[src/rtl/audio_serial_tx_if.sv]
// Sample-pair stream into the serial audio transmitter: valid/ready handshake
// carrying a stereo pair of two's-complement samples.
interface audio_serial_tx_if #(
    parameter int WIDTH = 24
);
    logic                    in_valid;
    logic                    in_ready;
    logic signed [WIDTH-1:0] in_left;
    logic signed [WIDTH-1:0] in_right;

    modport master (output in_valid, output in_left, output in_right, input in_ready);
    modport slave  (input in_valid, input in_left, input in_right, output in_ready);
endinterface

[src/rtl/audio_serial_tx.sv]
// Serial audio transmitter: one-entry sample buffer, internal SCLK divider,
// left-justified / I2S framing. Build option: AUDIO_TX_UNDERRUN_MUTE_EN.
module audio_serial_tx #(
    parameter int WIDTH      = 24,
    parameter int SLOT_WIDTH = 32,
    parameter int CLK_DIV    = 4
) (
    input  logic             clk,
    input  logic             rstn,
    input  logic             enable,
    input  logic             mode,
    audio_serial_tx_if.slave in_if,
    output logic             sclk,
    output logic             lrclk,
    output logic             sd,
    output logic             frame_start,
    output logic             underrun
);
    localparam int DIV_W = (2 * CLK_DIV > 2) ? $clog2(2 * CLK_DIV) : 1;
    localparam int BIT_W = $clog2(2 * SLOT_WIDTH);
    localparam logic [DIV_W-1:0] DIV_LAST = DIV_W'(2 * CLK_DIV - 1);
    localparam logic [DIV_W-1:0] DIV_HIGH = DIV_W'(CLK_DIV);
    localparam logic [BIT_W-1:0] BIT_LAST = BIT_W'(2 * SLOT_WIDTH - 1);
    localparam logic [BIT_W-1:0] SLOT_LEN = BIT_W'(SLOT_WIDTH);

    typedef enum logic {ST_IDLE, ST_RUN} state_t;

    state_t                  state_q;
    logic [DIV_W-1:0]        div_q, div_d;
    logic [BIT_W-1:0]        bit_q, bit_d;
    logic                    mode_q, mode_d;
    logic                    hold_full_q, hold_full_d;
    logic                    in_ready_q;
    logic signed [WIDTH-1:0] hold_left_q, hold_right_q;
    logic signed [WIDTH-1:0] frm_left_q, frm_right_q;
    logic signed [WIDTH-1:0] frm_left_d, frm_right_d;
    logic                    sclk_q, lrclk_q, sd_q;
    logic                    frame_start_q, underrun_q;
    logic                    accept, last_div, boundary, load;

    // Data bit for frame position b; I2S delays the MSB by one slot bit.
    function automatic logic sd_bit(input logic [WIDTH-1:0] l, input logic [WIDTH-1:0] r,
                                    input logic [BIT_W-1:0] b, input logic i2s);
        logic             right;
        logic [BIT_W-1:0] slot_bit;
        int               off;
        logic [WIDTH-1:0] sh;
        right    = (b >= SLOT_LEN);
        slot_bit = right ? (b - SLOT_LEN) : b;
        off      = int'(slot_bit) - (i2s ? 1 : 0);
        if (off < 0 || off >= WIDTH) return 1'b0;
        sh = (right ? r : l) << off;
        return sh[WIDTH-1];
    endfunction

    function automatic logic lr_level(input logic [BIT_W-1:0] b, input logic i2s);
        return (b < SLOT_LEN) ^ i2s;
    endfunction

    always_comb begin
        accept      = in_if.in_valid && in_ready_q;
        last_div    = (div_q == DIV_LAST);
        boundary    = enable && ((state_q == ST_IDLE) || (last_div && (bit_q == BIT_LAST)));
        load        = boundary && hold_full_q;
        hold_full_d = accept || (hold_full_q && !load);
        mode_d      = boundary ? mode : mode_q;
        frm_left_d  = frm_left_q;
        frm_right_d = frm_right_q;
        if (load) begin
            frm_left_d  = hold_left_q;
            frm_right_d = hold_right_q;
        end
`ifdef AUDIO_TX_UNDERRUN_MUTE_EN
        else if (boundary) begin
            frm_left_d  = '0;
            frm_right_d = '0;
        end
`endif
        if (boundary) begin
            div_d = '0;
            bit_d = '0;
        end else if (last_div) begin
            div_d = '0;
            bit_d = bit_q + 1'b1;
        end else begin
            div_d = div_q + 1'b1;
            bit_d = bit_q;
        end
    end

    // Buffer data only matters while hold_full_q is set, so it carries no reset.
    always_ff @(posedge clk) begin
        if (accept) begin
            hold_left_q  <= in_if.in_left;
            hold_right_q <= in_if.in_right;
        end
    end

    always_ff @(posedge clk) begin
        if (!rstn) begin
            state_q       <= ST_IDLE;
            div_q         <= '0;
            bit_q         <= '0;
            mode_q        <= 1'b0;
            hold_full_q   <= 1'b0;
            in_ready_q    <= 1'b0;
            frm_left_q    <= '0;
            frm_right_q   <= '0;
            sclk_q        <= 1'b0;
            lrclk_q       <= 1'b1;
            sd_q          <= 1'b0;
            frame_start_q <= 1'b0;
            underrun_q    <= 1'b0;
        end else begin
            hold_full_q   <= hold_full_d;
            in_ready_q    <= !hold_full_d;
            frame_start_q <= boundary;
            underrun_q    <= boundary && !hold_full_q;
            if (!enable) begin
                state_q <= ST_IDLE;
                div_q   <= '0;
                bit_q   <= '0;
                sclk_q  <= 1'b0;
                sd_q    <= 1'b0;
                lrclk_q <= !mode_q;
            end else begin
                state_q     <= ST_RUN;
                div_q       <= div_d;
                bit_q       <= bit_d;
                mode_q      <= mode_d;
                frm_left_q  <= frm_left_d;
                frm_right_q <= frm_right_d;
                sclk_q      <= (div_d >= DIV_HIGH);
                // sd/lrclk move only where sclk falls (start of each bit period).
                if (div_d == '0) begin
                    sd_q    <= sd_bit(frm_left_d, frm_right_d, bit_d, mode_d);
                    lrclk_q <= lr_level(bit_d, mode_d);
                end
            end
        end
    end

    assign in_if.in_ready = in_ready_q;
    assign sclk           = sclk_q;
    assign lrclk          = lrclk_q;
    assign sd             = sd_q;
    assign frame_start    = frame_start_q;
    assign underrun       = underrun_q;
endmodule

[src/flat_wrapper.sv]
// flat-port wrapper written by rule: the top's interface ports become plain ports
module audio_serial_tx_flat 
#(
    parameter int WIDTH      = 24,
    parameter int SLOT_WIDTH = 32,
    parameter int CLK_DIV    = 4
)
  (clk, rstn, enable, mode, sclk, lrclk, sd, frame_start, underrun, in_if_in_valid, in_if_in_left, in_if_in_right, in_if_in_ready);
  audio_serial_tx_if #(.WIDTH(WIDTH)) in_if_i ();
  input  logic clk;
  input  logic rstn;
  input  logic enable;
  input  logic mode;
  output logic sclk;
  output logic lrclk;
  output logic sd;
  output logic frame_start;
  output logic underrun;
  input wire logic [$bits(in_if_i.in_valid)-1:0] in_if_in_valid;
  input wire logic [$bits(in_if_i.in_left)-1:0] in_if_in_left;
  input wire logic [$bits(in_if_i.in_right)-1:0] in_if_in_right;
  output wire logic [$bits(in_if_i.in_ready)-1:0] in_if_in_ready;
  assign in_if_i.in_valid = in_if_in_valid;
  assign in_if_i.in_left = in_if_in_left;
  assign in_if_i.in_right = in_if_in_right;
  assign in_if_in_ready = in_if_i.in_ready;
  audio_serial_tx #(.WIDTH(WIDTH), .SLOT_WIDTH(SLOT_WIDTH), .CLK_DIV(CLK_DIV)) u_core (.clk(clk), .rstn(rstn), .enable(enable), .mode(mode), .in_if(in_if_i), .sclk(sclk), .lrclk(lrclk), .sd(sd), .frame_start(frame_start), .underrun(underrun));
endmodule
[config.mk]
export PLATFORM = sky130hd
export DESIGN_NAME = audio_serial_tx_flat
export DESIGN_NICKNAME = d
export VERILOG_FILES = /design/src/rtl/audio_serial_tx_if.sv /design/src/rtl/audio_serial_tx.sv /design/src/flat_wrapper.sv
export SDC_FILE = /design/constraint.sdc
export NUM_CORES = 1
export LEC_CHECK = 0
export ABC_AREA = 1
export CORE_ASPECT_RATIO = 0.8
export CORE_MARGIN = 10
export CORE_UTILIZATION = 45
export CTS_BUF_LIST = sky130_fd_sc_hd__clkbuf_16
export DETAILED_ROUTE_END_ITERATION = 10
export GPL_ROUTABILITY_DRIVEN = 0
export GPL_TIMING_DRIVEN = 0
export PLACE_DENSITY = 0.78
export SYNTH_ARGS = -nofsm -noshare
export SYNTH_HDL_FRONTEND = slang
export SYNTH_SLANG_ARGS = --single-unit
[constraint.sdc]
create_clock -name clk -period 2.7 [get_ports clk]
set_clock_uncertainty 0.05 [all_clocks]
set_input_delay 0.54 -clock clk [delete_from_list [all_inputs] [get_ports clk]]
set_output_delay 0.54 -clock clk [all_outputs]
set_load 0.1 [all_outputs]
[Yosys cells after proc, flatten, opt, wreduce, memory -nomap -nowiden]
Index checks and enable logic that the tools add are counted.
W data, S select, Z words.
Word-level totals
  ROM bits: 0
  word-level logic and storage cells: 64
  flip-flop bits (word level): 114
  output and inout bits: 6
  latch bits: 0
  input bits: 53
  memory bits (writable): 0
  memories kept: 0
Cells by class
  order comparisons: 5
  shift-type cells: 1
  multiplexer cells: 19
  bitwise gates (word level): 2
  eq/ne operators: 3
  divide/modulo/power cells: 0
  $mul: 0
  reductions and logical operators: 15
  add/subtract/negate cells: 4
Operators with widths (number)
  $mux W24: 3
  $ge A32 B6 Y1 const B: 1
  $lt A32 B1 Y1 const B: 1
  $shl A24 B32 Y24: 1
  $sub A7 B32 Y32: 1
  $mux W6: 3
  $mux W1: 11
  $add A6 B1 Y6 const B: 1
  $eq A6 B6 Y1 const B: 1
  $ge A6 B6 Y1 const B: 1
  $logic_and A1 B1 Y1: 6
  $lt A6 B6 Y1 const B: 1
  $mux W3: 2
  $sub A6 B6 Y6 const B: 1
  $logic_not A1 Y1: 4
  $add A3 B1 Y3 const B: 1
  $eq A3 B3 Y1 const B: 1
  $ge A3 B3 Y1 const B: 1
  $logic_not A3 Y1: 1
  $logic_or A1 B1 Y1: 3
  $ne A2 B1 Y1 const B: 1
  $reduce_and A2 Y1: 1
  $not A1 Y1: 1
  $xor A1 B1 Y1: 1

[Depth between registers and ports, before layout]
  depth in word-level cells: 15
  mapped depth: 21
  gate-level depth less buffers: 21

[Least setup slack after synthesis]
OpenSTA, ideal clock, no wires.
  path kind: reg2reg
  start point: register u_core.sclk (netlist name)
  end point: register u_core.sd_q, in the netlist u_core.sd
  arrival: 3.374 ns
  cell stages (with the launch flop): 20
  clock period less this slack: 3.491 ns
  path slack: -0.791 ns
  required time: 2.583 ns
  setup time: 0.067 ns
  cells stage by stage: dfxtp_1 ha_1 nand2_2 nor2_4 nand2_2 nand2_4 nand2_4 buf_6 o21ai_0 ha_1 inv_1 clkbuf_1 nand3_1 nand3_1 nand3_1 nand3_1 nand2_1 nor2_1 nand2_1 a21oi_2
RTL lines
  end signal: assignment: line audio_serial_tx.sv:136  | sd_q <= sd_bit(frm_left_d, frm_right_d, bit_d, mode_d);
  end: declaration: line audio_serial_tx.sv:37  | logic sclk_q, lrclk_q, sd_q;

[Worst setup path in the final report]
  start point: register u_core.div_q[0]
  end point: register u_core.sd_q, in the netlist u_core.sd
RTL lines
  start: declaration: line audio_serial_tx.sv:29  | logic [DIV_W-1:0] div_q, div_d;
  start signal: assignment: line audio_serial_tx.sv:128  | div_q <= div_d;
  $eq A3 B3 Y1 *: line audio_serial_tx.sv:62  | last_div = (div_q == DIV_LAST);
  $logic_and A1 B1 Y1 *: line audio_serial_tx.sv:63  | boundary = enable && ((state_q == ST_IDLE) || (last_div && (bit_q == BIT_LAST)));
  $logic_or A1 B1 Y1 *: line audio_serial_tx.sv:63
  $logic_and A1 B1 Y1 *: line audio_serial_tx.sv:63
  $mux W1 *: line audio_serial_tx.sv:66  | mode_d = boundary ? mode : mode_q;
  via u_core.mode_d: line audio_serial_tx.sv:31  | logic mode_q, mode_d;
  $mux W1 *: line audio_serial_tx.sv:50  | off = int'(slot_bit) - (i2s ? 1 : 0);
  $sub A7 B32 Y32 *: line audio_serial_tx.sv:50
  $lt A32 B1 Y1 / $ge A32 B6 Y1 (equally long branches): line audio_serial_tx.sv:51  | if (off < 0 || off >= WIDTH) return 1'b0;
  $logic_or A1 B1 Y1: line audio_serial_tx.sv:51
  $mux W1: line audio_serial_tx.sv:51
  $mux W1: line audio_serial_tx.sv:135  | if (div_d == '0) begin
  $mux W1: line audio_serial_tx.sv:119  | if (!enable) begin
  $mux W1: line audio_serial_tx.sv:100  | if (!rstn) begin
  $mux W1 *: line audio_serial_tx.sv:52  | sh = (right ? r : l) << off;
The timed path passes the listed nets; every way through them passes the cells marked *. The select of a mux whose other input is x is not followed.
A chain may end at the register's enable or synchronous reset.

==> metrics.txt <==
number of I/O port buffers=57; GRT Util Overall=0.1602; Vert. Die Dim=roughly 110 microns; run status=complete, no violations; area of placed instances=around 5400 sq um; Setup violations, final=0; DR iter-0 viols=329; Crit path largest cell delay=350 ps; CTS Sinks=around 110; post-synthesis adder-cell area fraction=0.01634; Ant. Diodes=0; grt met3 use=0.04837; Max-cap violations=0; Final nets=roughly 640; CTS tree=built; final std cells w/o fill=728; syn avg cell area=9.298 sq um; Initial Utilization=0.4682; met1 usage=0.1900; global routing usage on met2=0.2700; vias in the first global route=approximately 4000; TritonRoute pass-1 iters=5; main combinational cell family by area after synthesis=simple AND/OR/NAND/NOR gates; leak pwr=between 0.002 and 0.0025 uW; Design Power=roughly 4300 uW; CTS Buffer Depth=2; area share of the largest cell type after synthesis=0.3138; CP delay by family, top=simple AND/OR/NAND/NOR gates; CTS Buf Count=17; sequential share of the synthesized area=0.5971; dpl cells=just under 700; wire per inst=~16 microns; routed vias=3872; CP Launch Type=flip-flop; Period minus WS final=2685 ps; drt drc=0; clk_lat worst skew=410 ps; Hold Crit Class=reg2reg; row cnt=32; CTS clk-pin slew, worst paths=around 50 ps; first-pass GRT wire length=18.98 mm; fin area=between 6000 and 7000 sq um; GRT busiest layer=met2; WL final=approximately 12 mm; vias per cell=5.319; Ports=59; final hold vios=0; area of the die=roughly 15000 sq um; Peak VDD IR=~0.00056 V; Synth area leader=edfxtp_1; ANT nets after route=0; fin crit share=0.9946; Hold Buf Count CTS=0; Mapped Area=4593 sq um; top post-synthesis cells by area=edfxtp_1 31%, dfxtp_1 28%, nand3_1 9.6%; antenna violations before repair=0; #FFs+latches synth=approximately 110; Synth Area in XOR/XNOR=0.01144; layout cell share with drive strength beyond 1=0.1622; Synth cell types=30; hpwl dp=7.572 mm; Worst EP required=approximately 3000 ps; Most common cell on crit path=ha_4; Max Clock Freq=372.4 MHz; pin count of the biggest net entering global routing=47; Pins Over Slew Limit=0; clk root buf=clkbuf_16; Syn Nets=roughly 550; Buffers & Inverters on Critical Path=2; most common cell after layout, fill and taps aside=nand2_1; Core Region=between 9000 and 10000 sq um; final setup TNS=0 ps; compound-gate portion of the synthesized area=0.06238; Max stage delay cell, worst path=dfxtp_2; RSZ-0062 raised after global routing=true; htree depth=4; simple-gate portion of the synthesized area=0.2539; Worst Setup End Kind=flip-flop; Worst Path Arrival=roughly 3000 ps; Chip Width=between 100 and 150 microns; crit path kind=reg2reg; Layout Utilization=0.6319; Yosys warning count=0; area grow syn2layout=34.95%; grt total ovfl=0; Least-Margin Pin Slew=around 970 ps; CP Max Fanout=4; slew margin rel.=0.3505; sequence of cells on the critical path=ha_4 -> ha_4 -> nand2_4 -> nor2_4 -> nand2_2 -> nand2_4 -> nand2_4 -> buf_8 -> o21ai_4 -> ha_4 -> ha_4 -> nand3_4 -> xor2_2 -> nand2_1 -> nand3_1 -> inv_1 -> nand2_1 -> nor2_1 -> nand2_1 -> a21oi_2; most frequent cells in the layout=111 x nand2_1, 85 x nand3_1, 61 x dfxtp_1; multiplexer share of the synthesized area=0; Post-Synthesis Cells=between 400 and 500; pwr dens=700.4 nW/um^2
==> kinds of logic (layout without fill, tap and decap cells) <==
| group | after synthesis | count (layout) |
|---|---|---|
| other | 1 | 1 |
| AOI/OAI and AO/OA | 55 | 55 |
| DFF | 113 | 113 |
| buffers and inverters | 55 | 153 |
| xor gates and xnor gates | 6 | 6 |
| and+or+nand+nor | 258 | 258 |
| adders and majority gates | 6 | 6 |
==> per-layer routing <==
| layer | part of all wire | vias up |
|---|---|---|
| li1 | - | 1852 |
| met1 | 0.41 | 1812 |
| met2 | 0.49 | 181 |
| met3 | 0.079 | 27 |
| met4 | 0.021 | 0 |
| met5 | 0 | - |
==> registers in the layout, indices dropped and copies added, names as in the netlist <==
register               flops
u_core.div_q               2
u_core.hold_right_q       24
u_core.state_q             1
u_core.sd                  1
u_core.hold_left_q        24
u_core.sclk                1
u_core.lrclk               1
u_core.bit_q               6
u_core.frame_start         1
u_core.frm_right_q        24
u_core.underrun            1
u_core.in_if.in_ready      1
u_core.mode_q              1
u_core.frm_left_q         24
u_core.hold_full_q         1
==> cell usage after synthesis <==
master,instances
a21oi_1,41
dfxtp_1,65
nand2_2,3
conb_1,1
nor3_1,1
nor2_2,1
buf_6,5
o21ai_0,9
buf_2,7
edfxtp_1,48
buf_4,3
nor2_4,1
nand2_1,114
nor2_1,33
inv_2,1
inv_1,27
xnor2_1,2
nand2_4,2
o211ai_2,1
nor3b_1,1
inv_4,1
clkbuf_1,11
o21ai_1,3
ha_1,6
nand3_1,88
nand4_1,12
xor2_1,4
nand3_2,1
a21oi_2,1
nand3_4,1
==> stage by stage <==
step           hold WS [ps]  setup slack (ps)
4_1_cts               419.4             7.134
3_3_place_gp          405.2            -265.9
3_5_place_dp          412.1            -338.8
2_1_floorplan         395.9             5.996
6_report              422.5             14.59
5_1_grt               441.5            -104.1
==> path summary, 6_finish.rpt <==
check / start / endpoint / slack [ps] / depth (start not counted)
hold / removal: u_core.frm_left_q[18] / u_core.frm_left_q[18] / 420 / 2
setup reg to reg: u_core.div_q[0] / u_core.sd / 10 / 20
hold reg to reg: u_core.frm_left_q[18] / u_core.frm_left_q[18] / 420 / 2
setup / recovery: u_core.div_q[0] / u_core.sd / 10 / 20
==> final cells by class <==
class,instances,area [sq um]
Fill cell,720,3611
Buffer,25,186.4
Sequential cell,113,2750
Clock inverter,15,130.1
Multi-Input combinational cell,326,1767
Tap cell,136,170.2
Clock buffer,17,425.4
Inverter,29,111.4
Timing Repair Buffer,67,658.1
==> tightest hold or removal path, delay by kind of cell (launching register included) <==
family / cells / cell delay (ps)
AOI/OAI and AO/OA: 1 / 60
and+or+nand+nor: 1 / 70
DFF: 1 / 290
==> power breakdown <==
part | internal, uW | leakage [uW] | switching [uW] | total, uW
registers | 1850 | 0.000975 | 20.2 | 1870
logic | 164 | 0.00115 | 209 | 372
clock network | 1330 | 0.000277 | 772 | 2100
total | 3340 | 0.00240 | 1000 | 4340
==> timing repair <==
action / 4_1_cts / 5_1_grt
setup buffers: 6 / 3
endpoints found under the setup margin: 1 / 1
resized for setup: 22 / 31
gates cloned: 0 / 0
pin swaps: 4 / 12
Power figures use the tool's default switching activity.
